<file path="src/rtl/bus_matching_arbiter_if.sv">
// Signal bundle between the two requester ports, the arbiter and the shared
// downstream memory bus. The arbiter uses the slave view; whatever drives
// the requesters and the memory model uses the master view.
interface bus_matching_arbiter_if #(
    parameter int AW = 32,
    parameter int DW = 32
);
    logic          iFLASH;

    logic          iP0_REQ;
    logic          iP0_RW;
    logic [AW-1:0] iP0_ADDR;
    logic [DW-1:0] iP0_DATA;
    logic          oP0_BUSY;
    logic          oP0_VALID;
    logic [DW-1:0] oP0_DATA;

    logic          iP1_REQ;
    logic          iP1_RW;
    logic [AW-1:0] iP1_ADDR;
    logic [DW-1:0] iP1_DATA;
    logic          oP1_BUSY;
    logic          oP1_VALID;
    logic [DW-1:0] oP1_DATA;

    logic          oBUS_REQ;
    logic          oBUS_RW;
    logic [AW-1:0] oBUS_ADDR;
    logic [DW-1:0] oBUS_DATA;
    logic          iBUS_BUSY;
    logic          iBUS_VALID;
    logic [DW-1:0] iBUS_DATA;

    modport slave (
        input  iFLASH,
        input  iP0_REQ, iP0_RW, iP0_ADDR, iP0_DATA,
        output oP0_BUSY, oP0_VALID, oP0_DATA,
        input  iP1_REQ, iP1_RW, iP1_ADDR, iP1_DATA,
        output oP1_BUSY, oP1_VALID, oP1_DATA,
        output oBUS_REQ, oBUS_RW, oBUS_ADDR, oBUS_DATA,
        input  iBUS_BUSY, iBUS_VALID, iBUS_DATA
    );

    modport master (
        output iFLASH,
        output iP0_REQ, iP0_RW, iP0_ADDR, iP0_DATA,
        input  oP0_BUSY, oP0_VALID, oP0_DATA,
        output iP1_REQ, iP1_RW, iP1_ADDR, iP1_DATA,
        input  oP1_BUSY, oP1_VALID, oP1_DATA,
        input  oBUS_REQ, oBUS_RW, oBUS_ADDR, oBUS_DATA,
        output iBUS_BUSY, iBUS_VALID, iBUS_DATA
    );
endinterface

</file>
<file path="src/rtl/bus_matching_arbiter.sv">
// Two-port round-robin arbiter in front of one in-order memory bus.
// Each granted command pushes its port number into a tag FIFO; each
// downstream response pops the FIFO and is steered back to that port.
//
// Handshake semantics:
//   requester side - a port holds iPn_* while oPn_BUSY=1; the cycle it sees
//     oPn_BUSY=0 with iPn_REQ=1 its command is taken.
//   bus side - oBUS_* is a command while oBUS_REQ=1 and is held unchanged
//     until a cycle with iBUS_BUSY=0, which is the transfer cycle.
//   responses - iBUS_VALID is a one-cycle strobe, one per command, in
//     command order; oPn_VALID is a one-cycle strobe one cycle later.
module bus_matching_arbiter #(
    parameter int D  = 8,
    parameter int DN = 3,
    parameter int AW = 32,
    parameter int DW = 32
) (
    input  logic iCLOCK,
    input  logic iRESET_SYNC,
    bus_matching_arbiter_if.slave bus
);

    localparam logic [DN:0] PTR_ONE = {{DN{1'b0}}, 1'b1};

    // Tag FIFO: extra MSB on the pointers distinguishes full from empty.
    logic [DN:0]   wrPtr;
    logic [DN:0]   rdPtr;
    logic [DN:0]   tagCount;
    logic          tagMem [D];
    logic          tagFull;
    logic          tagEmpty;
    logic          popTag;

    // Output command register.
    logic          outValid;
    logic          outRw;
    logic [AW-1:0] outAddr;
    logic [DW-1:0] outData;

    // Response registers.
    logic          p0Valid;
    logic          p1Valid;
    logic [DW-1:0] p0Data;
    logic [DW-1:0] p1Data;

    // 1 means port 1 was granted last, so port 0 wins the next tie.
    logic          lastGrant;

    logic          outFree;
    logic          grantOk;
    logic          grant0;
    logic          grant1;
    logic          doPush;
    logic          doPop;

    // Grant and pop decisions for the current cycle.
    always_comb begin
        tagCount = wrPtr - rdPtr;
        tagFull  = tagCount[DN];
        tagEmpty = (wrPtr == rdPtr);
        popTag   = tagMem[rdPtr[DN-1:0]];
        outFree  = !outValid || !bus.iBUS_BUSY;
        grantOk  = outFree && !tagFull && !bus.iFLASH && !iRESET_SYNC;
        grant0   = grantOk && bus.iP0_REQ && (!bus.iP1_REQ || lastGrant);
        grant1   = grantOk && bus.iP1_REQ && (!bus.iP0_REQ || !lastGrant);
        doPush   = grant0 || grant1;
        doPop    = bus.iBUS_VALID && !tagEmpty && !bus.iFLASH && !iRESET_SYNC;
    end

    // Pointers, output command register, round-robin pointer and responses.
    always_ff @(posedge iCLOCK) begin
        if (iRESET_SYNC) begin
            wrPtr     <= '0;
            rdPtr     <= '0;
            outValid  <= 1'b0;
            outRw     <= 1'b0;
            outAddr   <= '0;
            outData   <= '0;
            p0Valid   <= 1'b0;
            p1Valid   <= 1'b0;
            p0Data    <= '0;
            p1Data    <= '0;
            lastGrant <= 1'b1;
        end else if (bus.iFLASH) begin
            // Drop every outstanding tag and the held command; the
            // round-robin pointer keeps its value.
            rdPtr    <= wrPtr;
            outValid <= 1'b0;
            p0Valid  <= 1'b0;
            p1Valid  <= 1'b0;
        end else begin
            if (doPush) begin
                wrPtr     <= wrPtr + PTR_ONE;
                outValid  <= 1'b1;
                outRw     <= grant1 ? bus.iP1_RW   : bus.iP0_RW;
                outAddr   <= grant1 ? bus.iP1_ADDR : bus.iP0_ADDR;
                outData   <= grant1 ? bus.iP1_DATA : bus.iP0_DATA;
                lastGrant <= grant1;
            end else if (outValid && !bus.iBUS_BUSY) begin
                outValid <= 1'b0;
            end

            p0Valid <= doPop && !popTag;
            p1Valid <= doPop && popTag;
            if (doPop) begin
                rdPtr <= rdPtr + PTR_ONE;
                if (popTag) begin
                    p1Data <= bus.iBUS_DATA;
                end else begin
                    p0Data <= bus.iBUS_DATA;
                end
            end
        end
    end

    // Tag storage; contents are meaningless outside the rd..wr window.
    always_ff @(posedge iCLOCK) begin
        if (doPush) begin
            tagMem[wrPtr[DN-1:0]] <= grant1;
        end
    end

    assign bus.oP0_BUSY  = !grant0;
    assign bus.oP1_BUSY  = !grant1;
    assign bus.oP0_VALID = p0Valid;
    assign bus.oP1_VALID = p1Valid;
    assign bus.oP0_DATA  = p0Data;
    assign bus.oP1_DATA  = p1Data;
    assign bus.oBUS_REQ  = outValid;
    assign bus.oBUS_RW   = outRw;
    assign bus.oBUS_ADDR = outAddr;
    assign bus.oBUS_DATA = outData;

endmodule
</file>
<file path="src/flat_wrapper.sv">
// flat-port wrapper written by rule: the top's interface ports become plain ports
module bus_matching_arbiter_flat 
#(
    parameter int D  = 8,
    parameter int DN = 3,
    parameter int AW = 32,
    parameter int DW = 32
)
  (iCLOCK, iRESET_SYNC, bus_iFLASH, bus_iP0_REQ, bus_iP0_RW, bus_iP0_ADDR, bus_iP0_DATA, bus_oP0_BUSY, bus_oP0_VALID, bus_oP0_DATA, bus_iP1_REQ, bus_iP1_RW, bus_iP1_ADDR, bus_iP1_DATA, bus_oP1_BUSY, bus_oP1_VALID, bus_oP1_DATA, bus_oBUS_REQ, bus_oBUS_RW, bus_oBUS_ADDR, bus_oBUS_DATA, bus_iBUS_BUSY, bus_iBUS_VALID, bus_iBUS_DATA);
  bus_matching_arbiter_if #(.AW(AW), .DW(DW)) bus_i ();
  input  logic iCLOCK;
  input  logic iRESET_SYNC;
  input wire logic [$bits(bus_i.iFLASH)-1:0] bus_iFLASH;
  input wire logic [$bits(bus_i.iP0_REQ)-1:0] bus_iP0_REQ;
  input wire logic [$bits(bus_i.iP0_RW)-1:0] bus_iP0_RW;
  input wire logic [$bits(bus_i.iP0_ADDR)-1:0] bus_iP0_ADDR;
  input wire logic [$bits(bus_i.iP0_DATA)-1:0] bus_iP0_DATA;
  output wire logic [$bits(bus_i.oP0_BUSY)-1:0] bus_oP0_BUSY;
  output wire logic [$bits(bus_i.oP0_VALID)-1:0] bus_oP0_VALID;
  output wire logic [$bits(bus_i.oP0_DATA)-1:0] bus_oP0_DATA;
  input wire logic [$bits(bus_i.iP1_REQ)-1:0] bus_iP1_REQ;
  input wire logic [$bits(bus_i.iP1_RW)-1:0] bus_iP1_RW;
  input wire logic [$bits(bus_i.iP1_ADDR)-1:0] bus_iP1_ADDR;
  input wire logic [$bits(bus_i.iP1_DATA)-1:0] bus_iP1_DATA;
  output wire logic [$bits(bus_i.oP1_BUSY)-1:0] bus_oP1_BUSY;
  output wire logic [$bits(bus_i.oP1_VALID)-1:0] bus_oP1_VALID;
  output wire logic [$bits(bus_i.oP1_DATA)-1:0] bus_oP1_DATA;
  output wire logic [$bits(bus_i.oBUS_REQ)-1:0] bus_oBUS_REQ;
  output wire logic [$bits(bus_i.oBUS_RW)-1:0] bus_oBUS_RW;
  output wire logic [$bits(bus_i.oBUS_ADDR)-1:0] bus_oBUS_ADDR;
  output wire logic [$bits(bus_i.oBUS_DATA)-1:0] bus_oBUS_DATA;
  input wire logic [$bits(bus_i.iBUS_BUSY)-1:0] bus_iBUS_BUSY;
  input wire logic [$bits(bus_i.iBUS_VALID)-1:0] bus_iBUS_VALID;
  input wire logic [$bits(bus_i.iBUS_DATA)-1:0] bus_iBUS_DATA;
  assign bus_i.iFLASH = bus_iFLASH;
  assign bus_i.iP0_REQ = bus_iP0_REQ;
  assign bus_i.iP0_RW = bus_iP0_RW;
  assign bus_i.iP0_ADDR = bus_iP0_ADDR;
  assign bus_i.iP0_DATA = bus_iP0_DATA;
  assign bus_oP0_BUSY = bus_i.oP0_BUSY;
  assign bus_oP0_VALID = bus_i.oP0_VALID;
  assign bus_oP0_DATA = bus_i.oP0_DATA;
  assign bus_i.iP1_REQ = bus_iP1_REQ;
  assign bus_i.iP1_RW = bus_iP1_RW;
  assign bus_i.iP1_ADDR = bus_iP1_ADDR;
  assign bus_i.iP1_DATA = bus_iP1_DATA;
  assign bus_oP1_BUSY = bus_i.oP1_BUSY;
  assign bus_oP1_VALID = bus_i.oP1_VALID;
  assign bus_oP1_DATA = bus_i.oP1_DATA;
  assign bus_oBUS_REQ = bus_i.oBUS_REQ;
  assign bus_oBUS_RW = bus_i.oBUS_RW;
  assign bus_oBUS_ADDR = bus_i.oBUS_ADDR;
  assign bus_oBUS_DATA = bus_i.oBUS_DATA;
  assign bus_i.iBUS_BUSY = bus_iBUS_BUSY;
  assign bus_i.iBUS_VALID = bus_iBUS_VALID;
  assign bus_i.iBUS_DATA = bus_iBUS_DATA;
  bus_matching_arbiter #(.D(D), .DN(DN), .AW(AW), .DW(DW)) u_core (.iCLOCK(iCLOCK), .iRESET_SYNC(iRESET_SYNC), .bus(bus_i));
endmodule
</file>
<file path="config.mk">
export PLATFORM = sky130hd
export DESIGN_NAME = bus_matching_arbiter_flat
export DESIGN_NICKNAME = d
export VERILOG_FILES = /design/src/rtl/bus_matching_arbiter_if.sv /design/src/rtl/bus_matching_arbiter.sv /design/src/flat_wrapper.sv
export SDC_FILE = /design/constraint.sdc
export NUM_CORES = 1
export LEC_CHECK = 0
export CAP_MARGIN = 20
export CORE_MARGIN = 10
export CORE_UTILIZATION = 32
export DETAILED_ROUTE_END_ITERATION = 16
export GPL_ROUTABILITY_DRIVEN = 0
export PLACE_DENSITY = 0.67
export SYNTH_ARGS = -nofsm -noshare
export SYNTH_HDL_FRONTEND = slang
export SYNTH_SLANG_ARGS = --single-unit
</file>
<file path="constraint.sdc">
create_clock -name iCLOCK -period 6.8 [get_ports iCLOCK]
set_clock_uncertainty 0.05 [all_clocks]
set_input_delay 1.36 -clock iCLOCK [delete_from_list [all_inputs] [get_ports iCLOCK]]
set_output_delay 1.36 -clock iCLOCK [all_outputs]
set_load 0.02 [all_outputs]
</file>
Yosys cells after proc, flatten, opt, wreduce, memory -nomap -nowiden
Memories as Yosys holds them, arrays and structs flattened. A register that Yosys moved wholly into a read port is not among the register bits.
Index checks and enable logic that the tools add are counted.
Cells by class
  add/sub/neg operators: 3
  equality and inequality tests: 1
  mux-type cells: 11
  bitwise logic cells: 2
  reduce and logical (&&, ||, !) cells: 35
Operator list (number)
  32-bit 2-to-1 mux: 2
  1-bit logical AND: 13
  1-bit logical NOT: 12
  4-bit by 1-bit adder with 4-bit output (second input constant): 2
  4-bit 2-to-1 mux: 2
  3-bit 2-to-1 mux: 2
  3-bit AND reduction: 2
  1-bit 2-to-1 mux: 5
  4-bit == test: 1
  1-bit logical OR: 4
  2-bit nonzero test: 2
  4-bit subtractor: 1
  1-bit inverter: 2
  2-bit AND reduction: 1
  2-bit OR reduction: 1
Storage, ports and cells
  register bits after elaboration: 141
  memory bits (writable): 8
  input port bits: 169
  logic and storage cells: 64
  memories: 1
Memory list
  u_core.tagMem: depth 8, width 1, rd ports 1, clocked after memory_dff 1, write ports 1, RTL line bus_matching_arbiter.sv:29  | logic tagMem [D];

Logic depth before layout (Yosys ltp)
  word-level depth: 10
  gate-level depth with buffers: 11

Worst setup path before layout
No wires, ideal clock.
  path type: in2out
  start: in bus_iFLASH
  end: out bus_oP0_BUSY
  arrival time: 2.150 ns
  data required time: 5.390 ns
  path slack: 3.240 ns
  cell stages on the path: 4
  buffers on the path: 1
  cells stage by stage: clkbuf_1 -> a211oi_1 -> o21a_1 -> nand3_1
Between the ends
  longest elaborated chain between the ends: 6
RTL lines
  from (decl): RTL line flat_wrapper.sv:13  | input wire logic [$bits(bus_i.iFLASH)-1:0] bus_iFLASH;
  1-bit logical NOT: RTL line bus_matching_arbiter.sv:63  | grantOk = outFree && !tagFull && !bus.iFLASH && !iRESET_SYNC;
  1-bit logical AND (2 in a row): RTL line bus_matching_arbiter.sv:63
  1-bit logical AND (2 in a row): RTL line bus_matching_arbiter.sv:64  | grant0 = grantOk && bus.iP0_REQ && (!bus.iP1_REQ || lastGrant);
  1-bit logical NOT: RTL line bus_matching_arbiter.sv:123  | assign bus.oP0_BUSY = !grant0;
  to (decl): RTL line flat_wrapper.sv:18  | output wire logic [$bits(bus_i.oP0_BUSY)-1:0] bus_oP0_BUSY;
Every way passes these cells.

Worst setup path in the final report
  start: in bus_iFLASH
  end: out bus_oP1_BUSY
Between the ends
  longest elaborated chain between the ends: 6
RTL lines
  1-bit logical NOT: RTL line bus_matching_arbiter.sv:63
  1-bit logical AND (2 in a row): RTL line bus_matching_arbiter.sv:63
  1-bit logical AND (2 in a row): RTL line bus_matching_arbiter.sv:65  | grant1 = grantOk && bus.iP1_REQ && (!bus.iP0_REQ || !lastGrant);
  1-bit logical NOT: RTL line bus_matching_arbiter.sv:124  | assign bus.oP1_BUSY = !grant1;
  to (decl): RTL line flat_wrapper.sv:25  | output wire logic [$bits(bus_i.oP1_BUSY)-1:0] bus_oP1_BUSY;
Every way passes these cells.

==> results.ini <==
[worst_hold_path]
holdPathStages=2
holdPathEnd=u_core.bus.oP1_DATA[0]
min_from=u_core.bus.oP1_DATA[0]
holdCritPathClass=reg -> reg

[clocking]
numClockSinks=152
cts_tree=yes
h-tree-depth=4
clk_latency_ns=0.41
cts_setup_buffers=0
cts_resized=0
hold_buffers=0
clockRootBuffer=clkbuf_16
cts_buffers=17
cts_buffer_depth=2
path_clk_slew_ns=0.06

[timing]
period_share_pct=68.2
fin_crit_ns=4.64
timing.final.ws_setup_ns=2.16
worstMarginPinSlew_ns=1.06
hold_viol_final=0
rsz0062_at_grt=no
worst_hold_slack_ns=0.401
finalSetupTns_ns=0
drv_slew=0
fmax_mhz=216
finalSetupViolations=0
slew_headroom_pct=29.3

[status]
run_status=finished clean

[setup_path]
crit_slowest_cell=clkdlybuf4s50_1
cp-start-kind=primary input
ff2ff_path_depth=8
cp.arrival_ns=3.23
cp_slowest_stage_delay_ns=0.61
rr_startpoint=u_core.wrPtr[0]
reg2reg_slack_ns=3.67
critPathMaxFanout=10
worstReg2RegEnd=u_core.bus.oBUS_DATA[8]
cp.required_ns=5.39
endpoint_kind=output pin
worstPathCellList=clkdlybuf4s50_1 > a211oi_1 > o21a_1 > nand2_1 > clkdlybuf4s50_1
crit_type=in -> out
cpMostUsedCell=clkdlybuf4s50_1

[synthesis]
synth_area_per_cell_um2=9.07
postSynthCellCount=673
synth_area_leaders=dfxtp_1 (47%), mux2i_1 (12%), nand2_1 (8.2%), a211oi_1 (8.1%), a21oi_1 (5.9%)
yosysUniqueCellTypes=36
yosysTopAreaCellShare_pct=47.2
synth_top_area_cell=dfxtp_1
yosys_warnings=0
ys_ff_latch=152
syn_area_um2=6100
syn_nets=847
ys_seq_area_share_pct=51.2

[detailed_routing]
wl_per_cell_um=17.2
drtIter0Drc=179
wl_met2_um=9450
ant_nets=0
first_pass_iters=4
drcViolationCount=0
vias_per_cell=4.70
num_vias=5596
wirelength_um=20500
wl_met1_um=8450
top_layer=met5
wl_met3_um=2390

[finish]
drive_gt1_share_pct=4.50
final_cells=1190
final_common_cell=clkdlybuf4s50_1
areaGrowthSynthToFinish_pct=60.5
n_antenna_cell=0
nFillCells=1792
fin_nets=1117
mostFrequentLayoutCells=clkdlybuf4s50_1 (301), dfxtp_1 (144), nand2_1 (133), nor2_1 (74), a21oi_1 (72)

[global_route]
antenna_found_initial=1
overflow=0
gr-usage-all-layers_pct=15.5
grt_pass1_vias=5463
grt_max_degree=102
grt_pass1_wl_um=30100

[power]
power_density_nw_per_um2=233
leakage_nw=3.41
vdd_drop_max_uv=143

[floorplanning]
io_pins=303
chipHeight_um=158
core_area_um2=18700
rows=50
die_w_um=158
die-area_um2=25000
initial_core_util_pct=32.6

[place]
preCtsSetupSlack_ns=2.16
portBuffers=302
hpwl_um=15300
dp.cells=1158

[job]
cap_violations=0

## how the worst max path moves through the flow
stage | from | endpoint | cells after the start
after floorplan | bus_iFLASH | bus_oP0_BUSY | 4
after global placement | bus_iFLASH | bus_oP1_BUSY | 5
after detailed placement | bus_iFLASH | bus_oP1_BUSY | 5
after CTS | bus_iFLASH | bus_oP1_BUSY | 5
after global routing | bus_iFLASH | bus_oP1_BUSY | 5
final | bus_iFLASH | bus_oP1_BUSY | 5
## stage by stage
step	util [%]	cell area, µm²	power [mW]
global route	52.4	9790	2.38
floorplan	-	6100	1.15
detailed placement	49.2	9200	1.35
global placement	49.2	9200	1.35
finish	52.4	9790	2.28
CTS	52.4	9790	2.31
## Yosys cell counts, drive strengths merged
library cell and n:
clkbuf 25, nand3 5, a211oi 66, or2 2, inv 8, nor2 74, o21a 3, a21o 1
nand2 133, a21oi 72, dfxtp 144, o211ai 1, nand3b 2, and4 1, clkinv 1, nand2b 2
nor4 2, o211a 1, a21boi 1, nor3b 1, xor2 2, mux4 1, edfxtp 8, ha 5
buf 31, xnor2 2, mux2 1, nor3 4, mux2i 71, and3 1, a211o 2
## cell type report
type | count | area (µm²) | share of cell area (%)
Clock buffer | 20 | 458 | 4.68
Timing Repair Buffer | 307 | 3060 | 31.2
Sequential cell | 152 | 3120 | 31.9
Tap cell | 234 | 293 | 2.99
Clock inverter | 12 | 138 | 1.41
Inverter | 9 | 38.8 | 0.396
Multi-Input combinational cell | 456 | 2690 | 27.4
## flip-flops by register name, indices dropped and copies added (netlist names), named ones only
signal	count
u_core.bus.oBUS_ADDR	32
u_core.bus.oBUS_DATA	32
u_core.bus.oP0_DATA	32
u_core.bus.oP1_DATA	32
u_core.tagMem	8
u_core.rdPtr	4
u_core.wrPtr	4
u_core.bus.oBUS_REQ	1
u_core.bus.oBUS_RW	1
u_core.bus.oP0_VALID	1
u_core.bus.oP1_VALID	1
u_core.lastGrant	1
## power by group
part | switching (mW) | total [mW] | leakage [nW] | internal (mW)
clock network | 0.383 | 0.950 | 0.295 | 0.567
registers | 0.0210 | 0.957 | 1.25 | 0.936
logic | 0.172 | 0.370 | 1.87 | 0.198
total | 0.576 | 2.28 | 3.41 | 1.70
## critical path, delay by kind of cell
| family | cells | cell delay (ns) |
|---|---|---|
| AOI/OAI and AO/OA | 2 | 0.60 |
| buffers and inverters | 2 | 1.17 |
| and+or+nand+nor | 1 | 0.09 |
## per-layer routing
metal | global-route usage [%] | up-vias
met5 | 0 | -
met4 | 4.37 | 2
met3 | 7.90 | 15
met2 | 24.7 | 227
met1 | 17.9 | 2492
li1 | - | 2860
## kinds of logic after synthesis
family                     Yosys count  synth area share [%]
and+or+nand+nor                    227                  14.7
DFF                                152                  51.2
AOI/OAI and AO/OA                  147                  15.2
muxes                               73                  12.2
buffers and inverters               65                  5.11
adders and majority gates            5                  1.03
xor gates and xnor gates             4                 0.574
Note: power is estimated with default switching activity, not from simulation.
